==> src/rtl/somador_desvio_pipe.sv <==
// ---------------------------------------------------------------------------
// somador_desvio_pipe
// Registered branch/jump target unit for the MIPS datapath.
// It computes PC+4, the relative branch target (sign-extended offset << 2),
// the j target and the jr target, and evaluates the beq/bne condition.
// Results leave through a 1- or 2-stage pipeline with valid/stall/flush.
//
// Parameters
//   LARGURA  : address/data width in bits (>= 28)
//   LATENCIA : stages from acceptance to output (1 or 2)
//
// Ports
//   clock, reset        : clock, synchronous active-high reset
//   valido_in           : operation valid this cycle
//   stall               : freeze every stage
//   flush               : kill every in-flight operation
//   modo                : 00 beq, 01 bne, 10 j, 11 jr
//   pc, imediato,
//   indice, regA, regB  : operands of the branch/jump instruction
//   destino             : next-PC value
//   tomado              : redirect required
//   estouro             : relative target wrapped around the address space
//   valido_out          : outputs carry a valid result
// ---------------------------------------------------------------------------
module somador_desvio_pipe #(
   parameter int LARGURA  = 32,
   parameter int LATENCIA = 1
) (
   input  logic               clock,
   input  logic               reset,
   input  logic               valido_in,
   input  logic               stall,
   input  logic               flush,
   input  logic [1:0]         modo,
   input  logic [LARGURA-1:0] pc,
   input  logic [15:0]        imediato,
   input  logic [25:0]        indice,
   input  logic [LARGURA-1:0] regA,
   input  logic [LARGURA-1:0] regB,
   output logic [LARGURA-1:0] destino,
   output logic               tomado,
   output logic               estouro,
   output logic               valido_out
);

   logic [LARGURA-1:0] pc4;
   logic [LARGURA-1:0] desl;
   logic [LARGURA-1:0] alvo_rel;
   logic [LARGURA-1:0] alvo_j;
   logic [LARGURA-1:0] alvo_salto;
   logic               carry_rel;
   logic               wrap;
   logic               cond;
   logic               eh_salto;

   // Front end: everything that depends only on the current inputs.
   always_comb begin
      pc4  = pc + LARGURA'(4);
      desl = {{(LARGURA-18){imediato[15]}}, imediato, 2'b00};
      {carry_rel, alvo_rel} = {1'b0, pc4} + {1'b0, desl};
      // pc4 is unsigned and desl signed: the exact sum leaves the address
      // range exactly when the unsigned carry disagrees with the offset sign
      // (carry without negative offset = overflow, no carry with negative
      // offset = underflow).
      wrap       = carry_rel ^ imediato[15];
      cond       = modo[0] ? (regA != regB) : (regA == regB);
      eh_salto   = modo[1];
      alvo_salto = modo[0] ? regA : alvo_j;
   end

   generate
      if (LARGURA > 28) begin : g_j_alto
         assign alvo_j = {pc4[LARGURA-1:28], indice, 2'b00};
      end else begin : g_j_28
         assign alvo_j = {indice, 2'b00};
      end
   endgenerate

   // Final selection: returns {destino, tomado, estouro}.
   function automatic logic [LARGURA+1:0] resolve(
      input logic               f_salto,
      input logic               f_cond,
      input logic               f_wrap,
      input logic [LARGURA-1:0] f_pc4,
      input logic [LARGURA-1:0] f_rel,
      input logic [LARGURA-1:0] f_alvo_salto
   );
      logic [LARGURA-1:0] d;
      logic               t;
      logic               e;
      t = f_salto | f_cond;
      e = ~f_salto & f_cond & f_wrap;
      if (f_salto)     d = f_alvo_salto;
      else if (f_cond) d = f_rel;
      else             d = f_pc4;
      return {d, t, e};
   endfunction

   generate
      if (LATENCIA == 1) begin : g_lat1
         logic               valido_q,  valido_d;
         logic [LARGURA-1:0] destino_q, destino_d;
         logic               tomado_q,  tomado_d;
         logic               estouro_q, estouro_d;

         always_comb begin
            valido_d  = valido_q;
            destino_d = destino_q;
            tomado_d  = tomado_q;
            estouro_d = estouro_q;
            if (flush) begin
               valido_d  = 1'b0;
               destino_d = '0;
               tomado_d  = 1'b0;
               estouro_d = 1'b0;
            end else if (!stall) begin
               valido_d = valido_in;
               if (valido_in)
                  {destino_d, tomado_d, estouro_d} =
                     resolve(eh_salto, cond, wrap, pc4, alvo_rel, alvo_salto);
               else
                  {destino_d, tomado_d, estouro_d} = '0;
            end
         end

         always_ff @(posedge clock) begin
            if (reset) begin
               valido_q  <= 1'b0;
               destino_q <= '0;
               tomado_q  <= 1'b0;
               estouro_q <= 1'b0;
            end else begin
               valido_q  <= valido_d;
               destino_q <= destino_d;
               tomado_q  <= tomado_d;
               estouro_q <= estouro_d;
            end
         end

         assign destino    = destino_q;
         assign tomado     = tomado_q;
         assign estouro    = estouro_q;
         assign valido_out = valido_q;
      end else if (LATENCIA == 2) begin : g_lat2
         // Stage 1: pre-computed candidates and decision bits.
         logic               v1_q,        v1_d;
         logic               salto1_q,    salto1_d;
         logic               cond1_q,     cond1_d;
         logic               wrap1_q,     wrap1_d;
         logic [LARGURA-1:0] pc4_1_q,     pc4_1_d;
         logic [LARGURA-1:0] rel1_q,      rel1_d;
         logic [LARGURA-1:0] alvo1_q,     alvo1_d;
         // Stage 2: final muxed outputs.
         logic               v2_q,        v2_d;
         logic [LARGURA-1:0] destino2_q,  destino2_d;
         logic               tomado2_q,   tomado2_d;
         logic               estouro2_q,  estouro2_d;

         always_comb begin
            v1_d       = v1_q;
            salto1_d   = salto1_q;
            cond1_d    = cond1_q;
            wrap1_d    = wrap1_q;
            pc4_1_d    = pc4_1_q;
            rel1_d     = rel1_q;
            alvo1_d    = alvo1_q;
            v2_d       = v2_q;
            destino2_d = destino2_q;
            tomado2_d  = tomado2_q;
            estouro2_d = estouro2_q;
            if (flush) begin
               v1_d       = 1'b0;
               salto1_d   = 1'b0;
               cond1_d    = 1'b0;
               wrap1_d    = 1'b0;
               pc4_1_d    = '0;
               rel1_d     = '0;
               alvo1_d    = '0;
               v2_d       = 1'b0;
               destino2_d = '0;
               tomado2_d  = 1'b0;
               estouro2_d = 1'b0;
            end else if (!stall) begin
               v1_d     = valido_in;
               salto1_d = valido_in & eh_salto;
               cond1_d  = valido_in & cond;
               wrap1_d  = valido_in & wrap;
               pc4_1_d  = valido_in ? pc4        : '0;
               rel1_d   = valido_in ? alvo_rel   : '0;
               alvo1_d  = valido_in ? alvo_salto : '0;
               v2_d     = v1_q;
               if (v1_q)
                  {destino2_d, tomado2_d, estouro2_d} =
                     resolve(salto1_q, cond1_q, wrap1_q, pc4_1_q, rel1_q, alvo1_q);
               else
                  {destino2_d, tomado2_d, estouro2_d} = '0;
            end
         end

         always_ff @(posedge clock) begin
            if (reset) begin
               v1_q       <= 1'b0;
               salto1_q   <= 1'b0;
               cond1_q    <= 1'b0;
               wrap1_q    <= 1'b0;
               pc4_1_q    <= '0;
               rel1_q     <= '0;
               alvo1_q    <= '0;
               v2_q       <= 1'b0;
               destino2_q <= '0;
               tomado2_q  <= 1'b0;
               estouro2_q <= 1'b0;
            end else begin
               v1_q       <= v1_d;
               salto1_q   <= salto1_d;
               cond1_q    <= cond1_d;
               wrap1_q    <= wrap1_d;
               pc4_1_q    <= pc4_1_d;
               rel1_q     <= rel1_d;
               alvo1_q    <= alvo1_d;
               v2_q       <= v2_d;
               destino2_q <= destino2_d;
               tomado2_q  <= tomado2_d;
               estouro2_q <= estouro2_d;
            end
         end

         assign destino    = destino2_q;
         assign tomado     = tomado2_q;
         assign estouro    = estouro2_q;
         assign valido_out = v2_q;
      end else begin : g_latencia_invalida
         $error("somador_desvio_pipe: LATENCIA must be 1 or 2");
         assign destino    = '0;
         assign tomado     = 1'b0;
         assign estouro    = 1'b0;
         assign valido_out = 1'b0;
      end

      if (LARGURA < 28) begin : g_largura_invalida
         $error("somador_desvio_pipe: LARGURA must be >= 28");
      end
   endgenerate

endmodule
==> config.mk <==
export PLATFORM = sky130hd
export DESIGN_NAME = somador_desvio_pipe
export DESIGN_NICKNAME = d
export VERILOG_FILES = /design/src/rtl/somador_desvio_pipe.sv
export SDC_FILE = /design/constraint.sdc
export NUM_CORES = 1
export LEC_CHECK = 0
export ABC_AREA = 1
export CAP_MARGIN = 10
export CELL_PAD_IN_SITES_DETAIL_PLACEMENT = 0
export CELL_PAD_IN_SITES_GLOBAL_PLACEMENT = 1
export CORE_MARGIN = 2
export CORE_UTILIZATION = 29
export DETAILED_ROUTE_END_ITERATION = 12
export PLACE_DENSITY = 0.87
export REMOVE_ABC_BUFFERS = 1
export SETUP_SLACK_MARGIN = 0.5
export SLEW_MARGIN = 0
export SYNTH_ARGS = -nofsm -noshare
export SYNTH_HDL_FRONTEND = slang
export SYNTH_SLANG_ARGS = --single-unit
==> constraint.sdc <==
create_clock -name clock -period 2.6 [get_ports clock]
set_input_delay 0.52 -clock clock [delete_from_list [all_inputs] [get_ports clock]]
set_output_delay 0.52 -clock clock [all_outputs]
set_load 0.01 [all_outputs]
### Word level (Yosys, flattened, before mapping)

Index checks and enable logic that the tools add are counted.

| word-level totals | value |
|---|---|
| register bits after elaboration | 35 |
| logic and storage cells | 21 |
| bits of input ports | 145 |
| output and inout port bits | 35 |

| operators by class | value |
|---|---|
| bitwise logic cells | 5 |
| add/subtract/negate cells | 2 |
| reductions and logical operators | 1 |
| equal/unequal tests | 2 |
| multiplexer cells | 7 |

Operator list:

| cell | number |
|---|---|
| 32-bit 2-to-1 mux | 4 |
| 32-bit by 32-bit adder with 33-bit output | 1 |
| 32-bit by 3-bit adder with 32-bit output, second input constant | 1 |
| 32-bit equality test | 1 |
| 32-bit inequality test | 1 |
| 1-bit 2-to-1 mux | 3 |
| 1-bit bitwise AND | 2 |
| 2-bit OR reduction | 1 |
| 1-bit NOT | 1 |
| 1-bit bitwise OR | 1 |
| 1-bit bitwise XOR | 1 |

### Depth between registers and ports, before layout

Gate-level depths: netlist of run 1.

| logic depth | value |
|---|---|
| word-level depth | 5 |
| gate-level depth with buffers | 24 |
| gate-level depth less buffers | 24 |

### Worst setup path after synthesis of run 1

Ideal clock, no wire load.

| timing path | value |
|---|---|
| path type | input-to-reg |
| from | input port pc[2] |
| to | register g_lat1.destino_q[24], in the netlist destino[24] |
| cell stages on the path | 22 |
| setup time | 0.135 ns |
| setup slack | -0.233 ns |
| data arrival time | 2.698 ns |
| path through | ha_1 nand3_2 nor3_4 nand2_1 nor2_2 nand2_1 xor2_1 inv_1 ha_1 nand2_1 nor2_1 nand2_1 inv_1 nand3_1 nand3_1 nand2_1 nand2_1 inv_1 nand2_1 nand3_1 nand2_1 a21oi_2 |

| on the way | value |
|---|---|
| longest elaborated chain between the ends | 5 |

Ends and longest elaborated chain:

| what | line | RTL |
|---|---|---|
| start, declared | 35 | `input logic [LARGURA-1:0] pc,` |
| 32-bit by 3-bit adder with 32-bit output (*) | 58 | `pc4 = pc + LARGURA'(4);` |
| 32-bit by 32-bit adder with 33-bit output | 60 | `{carry_rel, alvo_rel} = {1'b0, pc4} + {1'b0, desl};` |
| 32-bit 2-to-1 mux (*) | 94 | `else if (f_cond) d = f_rel;` |
| 32-bit 2-to-1 mux (*) | 93 | `if (f_salto) d = f_alvo_salto;` |
| 32-bit 2-to-1 mux (*) | 118 | `if (valido_in)` |
| end signal, assigned | 134 | `destino_q <= destino_d;` |
| end, declared | 102 | `logic [LARGURA-1:0] destino_q, destino_d;` |

Mark *: on every way between the ends. The rest lies on a longest branch, timed or not.
A chain may end at the register's enable or synchronous reset.

### Final worst setup path of run 1

| timing path | value |
|---|---|
| from | input port pc[5] |
| to | register g_lat1.destino_q[26], in the netlist destino[26] |

The elaborated chain is that of the path after synthesis.

==> flow_summary.toml, run 1 <==
[pwr]
p_comb_share_pct = 64.4
pwr-share-clk_pct = 18.8
seqPwrFrac_pct = 16.8
switching_share_pct = 41.83
p_int_mw = 1.938
p_total_mw = 3.331
ir_drop_v = 0.0002011
powerDensity_nw_per_um2 = 275.0
leakage_nw = 5.791
p_sw_mw = 1.393

[logic_synthesis]
synth_area_per_cell_um2 = 5.478
synth_seq_cells = 35
synth_edf_count = 0
yosys.area.top_type_share_pct = 25.59
ys_top_cells_by_count = "nand2_1, inv_1, a21oi_1"
ys_warn_count = 0
seq_area_frac_synth_pct = 11.68
synth_area_leaders = "nand2_1, dfxtp_1, inv_1"
synth_cell_type_count = 39
synth_most_common_cell = "nand2_1"
synthArstFlopShare_pct = 0
synth-main-ff-cell = "dfxtp_1"
netlist_instances = 1095
synth_area_um2 = 5998
synth_area_leader_cell = "nand2_1"

[floorplan]
dieArea_um2 = 21850
core_um2 = 20300
initial_core_util_pct = 29.55
fp.dieH_um = 147.8
row_count = 52
die_x_um = 147.8
io_pins = 180

[placement]
gp_congestion = 0.9377
port_buffers = 179
hpwl_um = 20360
dpl_cell_area_um2 = 9443
placed_cells = 1702

[clock_tree]
cts-root-buf = "clkbuf_16"
clk_latency_ns = 0.29
postCtsHoldBufs = 0
numCtsBuffers = 5
htreeDepth = 2
clk_pin_slew_ns = 0.07
cts_tree = "done"
cts_buffer_depth = 2
clock-sinks = 35

[sta]
rsz0062_at_grt = "yes"
skew_ns = 0
report.final.hold_viol_count = 0
period_needed_ns = 2.915
finalSetupTns_ns = -3.307
slew_violations = 0
relSlewSlack_pct = 56.18
finalCritPeriodShare_pct = 112.1
finalSetupViolations = 21
tightest_slew_ns = 0.6565
max_freq_mhz = 343.0
setup_ws_ns = -0.3154

[route]
drc = 0
drt-pass1-iter-count = 5
viasPerCell = 4.935
wirelength_um = 29660
antenna_left = 0
drtIter0Drc = 613
vias = 8706
wire_per_inst_um = 16.81

[finish]
fill_cells = 1700
antenna_cells = 0
post_layout_nonfiller_instances = 1764
fin_nets = 1678
stdcell_area_um2 = 12110
area_growth_pct = 102.0
drive_gt1_share_pct = 44.98

[grt]
grt_max_degree = 36
grt_pass1_wl_um = 41110
antenna_found_initial = 0
grtUsageTotal_pct = 23.53
gr-total-overflow = 0
grt_pass1_vias = 8061

[setup_path]
critPathMaxFanout = 4
start_kind = "input pin"
worst-setup-path-type = "in2reg"
cp.required_ns = 2.83
cp.arrival_ns = 3.14
end_kind = "flip-flop"

[status]
status = "finished, violations left"
violations = "negative setup slack"

[hold_path]
hold_class = "reg2reg"

[run]
maxCapViolCount = 0
-- cells by family (layout without fill, tap and decap cells) --
logic type / count (synthesis) / in the layout / share of synthesized area (%)
simple gates: 631 / 631 / 46.47
buf+inv: 209 / 608 / 13.73
compound gates: 123 / 123 / 11.20
xor+xnor: 57 / 57 / 8.448
fa+ha+maj: 40 / 40 / 8.469
flops: 35 / 35 / 11.68
-- registers in the layout (all words and copies together), names as in the netlist --
signal and cells:
destino 32, estouro 1, tomado 1, valido_out 1
-- area by class of cell --
type	count	area, um2	area share (%)
inverters	178	689.4	5.691
multi-input cells	851	6384	52.70
well taps	270	337.8	2.789
flip-flops and latches	35	700.7	5.784
clock buffers	5	125.1	1.033
clock inverters	3	20.02	0.1653
repair buffers	422	3857	31.84
-- routing by layer --
layer / GRT usage, % / wire [um]
met1: 30.57 / 11980
met2: 41.28 / 14500
met3: 1.759 / 1968
met4: 7.905 / 1212
met5: 0 / 0
-- what timing repair did --
item	CTS	global route
gates resized for setup	456	234
gates cloned	0	0
setup endpoints to repair	32	32
buffers inserted	38	16
pin swaps	175	151
-- path summary, 6_finish.rpt --
| path | slack [ns] | to | depth (start not counted) | start |
|---|---|---|---|---|
| setup / recovery | -0.32 | destino[26]$_SDFFE_PP0N_ | 18 | pc[5] |
| hold reg to reg | 0.46 | destino[28]$_SDFFE_PP0N_ | 2 | destino[28]$_SDFFE_PP0N_ |
| hold / removal | 0.46 | destino[28]$_SDFFE_PP0N_ | 2 | destino[28]$_SDFFE_PP0N_ |
| setup reg to reg | 1.91 | destino[25]$_SDFFE_PP0N_ | 2 | destino[25]$_SDFFE_PP0N_ |
-- through the flow --
stage / utilization (%) / setup WS (ns) / hold WS [ns]
2_1_floorplan: - / -0.3083 / 0.4871
3_3_place_gp: 46.52 / -1.205 / 0.4519
3_5_place_dp: 46.52 / -1.174 / 0.4578
4_1_cts: 54.91 / -0.1005 / 0.4652
5_1_grt: 59.68 / -0.4111 / 0.4801
6_report: 59.68 / -0.3154 / 0.4624
-- critical path: stages --
cell and delay (ns):
buf_12 0.09, nand2_4 0.06, nor3_4 0.27, nand4_1 0.18, nor2_1 0.16, xor2_1 0.29, inv_2 0.12, ha_4 0.32
nand2_4 0.08, nor2_4 0.17, inv_1 0.09, nor2_1 0.23, nor2_2 0.08, nand3_1 0.11, nand2_1 0.07, nand4_1 0.10
nand3_2 0.07, a21oi_2 0.11
-- placed cells by master (no fill, tap or decap), types with 9 or more instances in the layout --
master / instances
a21oi_2: 24
nand2_4: 36
nor2_4: 34
nor2_1: 31
buf_6: 40
nand2_1: 283
ha_4: 34
nand2_2: 93
nand4_1: 18
dfxtp_1: 35
a21oi_1: 85
nand3_1: 47
xnor2_1: 23
dlygate4sd2_1: 42
inv_2: 50
nand3_2: 32
inv_1: 121
clkdlybuf4s50_1: 88
nand3_4: 10
buf_4: 207
nor2_2: 19
dlymetal6s2s_1: 25
xor2_2: 9
xnor2_2: 13
-- power by group through the flow --
stage | clock network [mW] | logic (mW) | registers, mW
floorplan | 0 | 0.682 | 0.576
global placement | 0 | 1.48 | 0.569
detailed placement | 0 | 1.48 | 0.570
CTS | 0.629 | 1.83 | 0.558
global route | 0.652 | 2.28 | 0.559
finish | 0.626 | 2.15 | 0.558
(Power assumes the default switching activity.)
==> run 2, diff against run 1 <==
CAP_MARGIN = 25   (was 10)
CORE_UTILIZATION = 39   (was 29)
DONT_BUFFER_PORTS = 1   (was default)
PLACE_DENSITY = 0.86   (was 0.87)
==> flow_summary.toml, run 2 (same netlist as run 1, synthesis figures left out) <==
[status]
status = "finished, violations left"
violations = "negative setup slack"

[route]
drtIter0Drc = 748
drt-pass1-iter-count = 6
viasPerCell = 5.504
wire_per_inst_um = 18.71
drc = 0
wirelength_um = 26770
vias = 7876
antenna_left = 0

[grt]
gr-total-overflow = 0
grt_max_degree = 51
antenna_found_initial = 0
grt_pass1_vias = 6939
grt_pass1_wl_um = 35620
grtUsageTotal_pct = 27.58

[setup_path]
crit_chain = "clkinvlp_4, nor3_4, nand2_2, nor2_4, xor2_2, buf_6, ha_4, nand2_4, inv_2, nand2_2, nand2_2, nand3b_1, buf_4, nand2_2, nand2_1, nand2_1, nand4_1, nand3_2, a21oi_2"
cp.required_ns = 2.74
cp-endpoint = "destino[20]$_SDFFE_PP0N_"
reg2reg_slack_ns = 1.73
critPathMaxFanout = 3
worst-setup-path-type = "in2reg"
reg2reg_from = "destino[18]$_SDFFE_PP0N_"
critical_path.max_stage_delay_ns = 0.27
cp_common_cell = "nand2_2"
worstReg2RegEnd = "destino[18]$_SDFFE_PP0N_"
r2r_cells = 2
start_kind = "input pin"
cp.arrival_ns = 3.08
critical_path.slowest_cell = "nand3b_1"
end_kind = "flip-flop"
startpoint = "pc[7]"

[clock_tree]
clock-sinks = 35
cts_buffer_depth = 2
cts-root-buf = "clkbuf_16"
postCtsHoldBufs = 0
htreeDepth = 2
clk_latency_ns = 0.29
clk_pin_slew_ns = 0.06
cts_tree = "done"
numCtsBuffers = 5

[pwr]
leakage_nw = 4.372
ir_drop_v = 0.0003225
p_total_mw = 2.953
powerDensity_nw_per_um2 = 315.8

[hold_path]
hold_class = "in2reg"

[sta]
slew_violations = 0
relSlewSlack_pct = 37.13
skew_ns = 0
finalSetupTns_ns = -3.773
finalSetupViolations = 22
max_freq_mhz = 339.6
report.final.hold_viol_count = 0
worst_hold_slack_ns = 0.3710
finalCritPeriodShare_pct = 113.3
setup_ws_ns = -0.3446
period_needed_ns = 2.945
tightest_slew_ns = 0.9431
rsz0062_at_grt = "yes"

[finish]
register_area_um2 = 700.7
area_growth_pct = 55.88
layout_common_cells = "nand2_1, buf_4, inv_1"
final_common_cell = "nand2_1"
fin_nets = 1427
fill_cells = 1231
largest_register_ffs = 32
drive_gt1_share_pct = 43.04
antenna_cells = 0
stdcell_area_um2 = 9350
multi_input_area_um2 = 6173

[floorplan]
io_pins = 180
initial_core_util_pct = 39.75
row_count = 45
dieArea_um2 = 16390
fp.dieH_um = 128.0
core_um2 = 15090
die_x_um = 128.0

[placement]
gp_congestion = 0.9700
dpl_cell_area_um2 = 7061
hpwl_um = 18110
port_buffers = 0
place_ws_ns = -0.6464

[run]
maxCapViolCount = 0
run 2: changes by cell type in the layout (fill, tap and decap cells not counted), moves of 12 or more:
cell / delta
clkdlybuf4s50_1: -88
buf_4: -63
dlygate4sd2_1: -42
dlymetal6s2s_1: -25
nand2_1: +15
buf_6: -14
inv_1: +12
run 2: per-stage QoR:
| stage | util [%] | cells |
|---|---|---|
| finish | 61.97 | 1431 |
| global route | 61.97 | 1431 |
| CTS | 54.55 | 1416 |
| detailed placement | 46.79 | 1381 |
| global placement | 46.79 | 1381 |
| floorplan | - | 1064 |
run 2: final cells by class:
type	count	area share, %
sequential	35	7.494
tap	188	2.516
timing repair buffer	171	14.91
clock inverter	3	0.4684
multi-input combinational	851	66.02
inverter	178	7.253
clock buffer	5	1.338
run 2: how the worst min path moves through the flow:
stage | start | to | slack (ns) | cells past startpoint
floorplan | destino[0]$_SDFFE_PP0N_ | destino[0]$_SDFFE_PP0N_ | 0.49 | 2
global placement | destino[6]$_SDFFE_PP0N_ | destino[6]$_SDFFE_PP0N_ | 0.50 | 2
detailed placement | destino[31]$_SDFFE_PP0N_ | destino[31]$_SDFFE_PP0N_ | 0.50 | 2
CTS | stall | destino[0]$_SDFFE_PP0N_ | 0.37 | 2
global route | stall | tomado$_SDFFE_PP0N_ | 0.37 | 2
finish | stall | destino[0]$_SDFFE_PP0N_ | 0.37 | 2
run 2: per-layer routing:
| metal | wire length (um) | part of all wire, % | GRT usage, % |
|---|---|---|---|
| met5 | 0 | 0 | 0 |
| met4 | 1484 | 5.5 | 8.597 |
| met3 | 2488 | 9.3 | 5.342 |
| met2 | 12790 | 48 | 48.29 |
| met1 | 10010 | 37 | 34.13 |
run 2: where the power goes:
part / switching (mW) / internal, mW / leakage, nW
Combinational: 0.907 / 0.761 / 4.00
Sequential: 0.0179 / 0.550 / 0.284
Clock: 0.263 / 0.453 / 0.0838
run 2: timing repair:
action / 4_1_cts / 5_1_grt
pin swaps: 80 / 137
buffers inserted: 27 / 15
resized for setup: 166 / 246
endpoints found under the setup margin: 28 / 29
run 2: worst max-delay path, delay by kind of cell:
family	cells	cell delay, ns
XOR/XNOR	1	0.23
buffers and inverters	4	0.53
AO/OA/AOI/OAI	1	0.05
adder cells (fa/ha/maj)	1	0.22
AND/OR/NAND/NOR	12	1.52
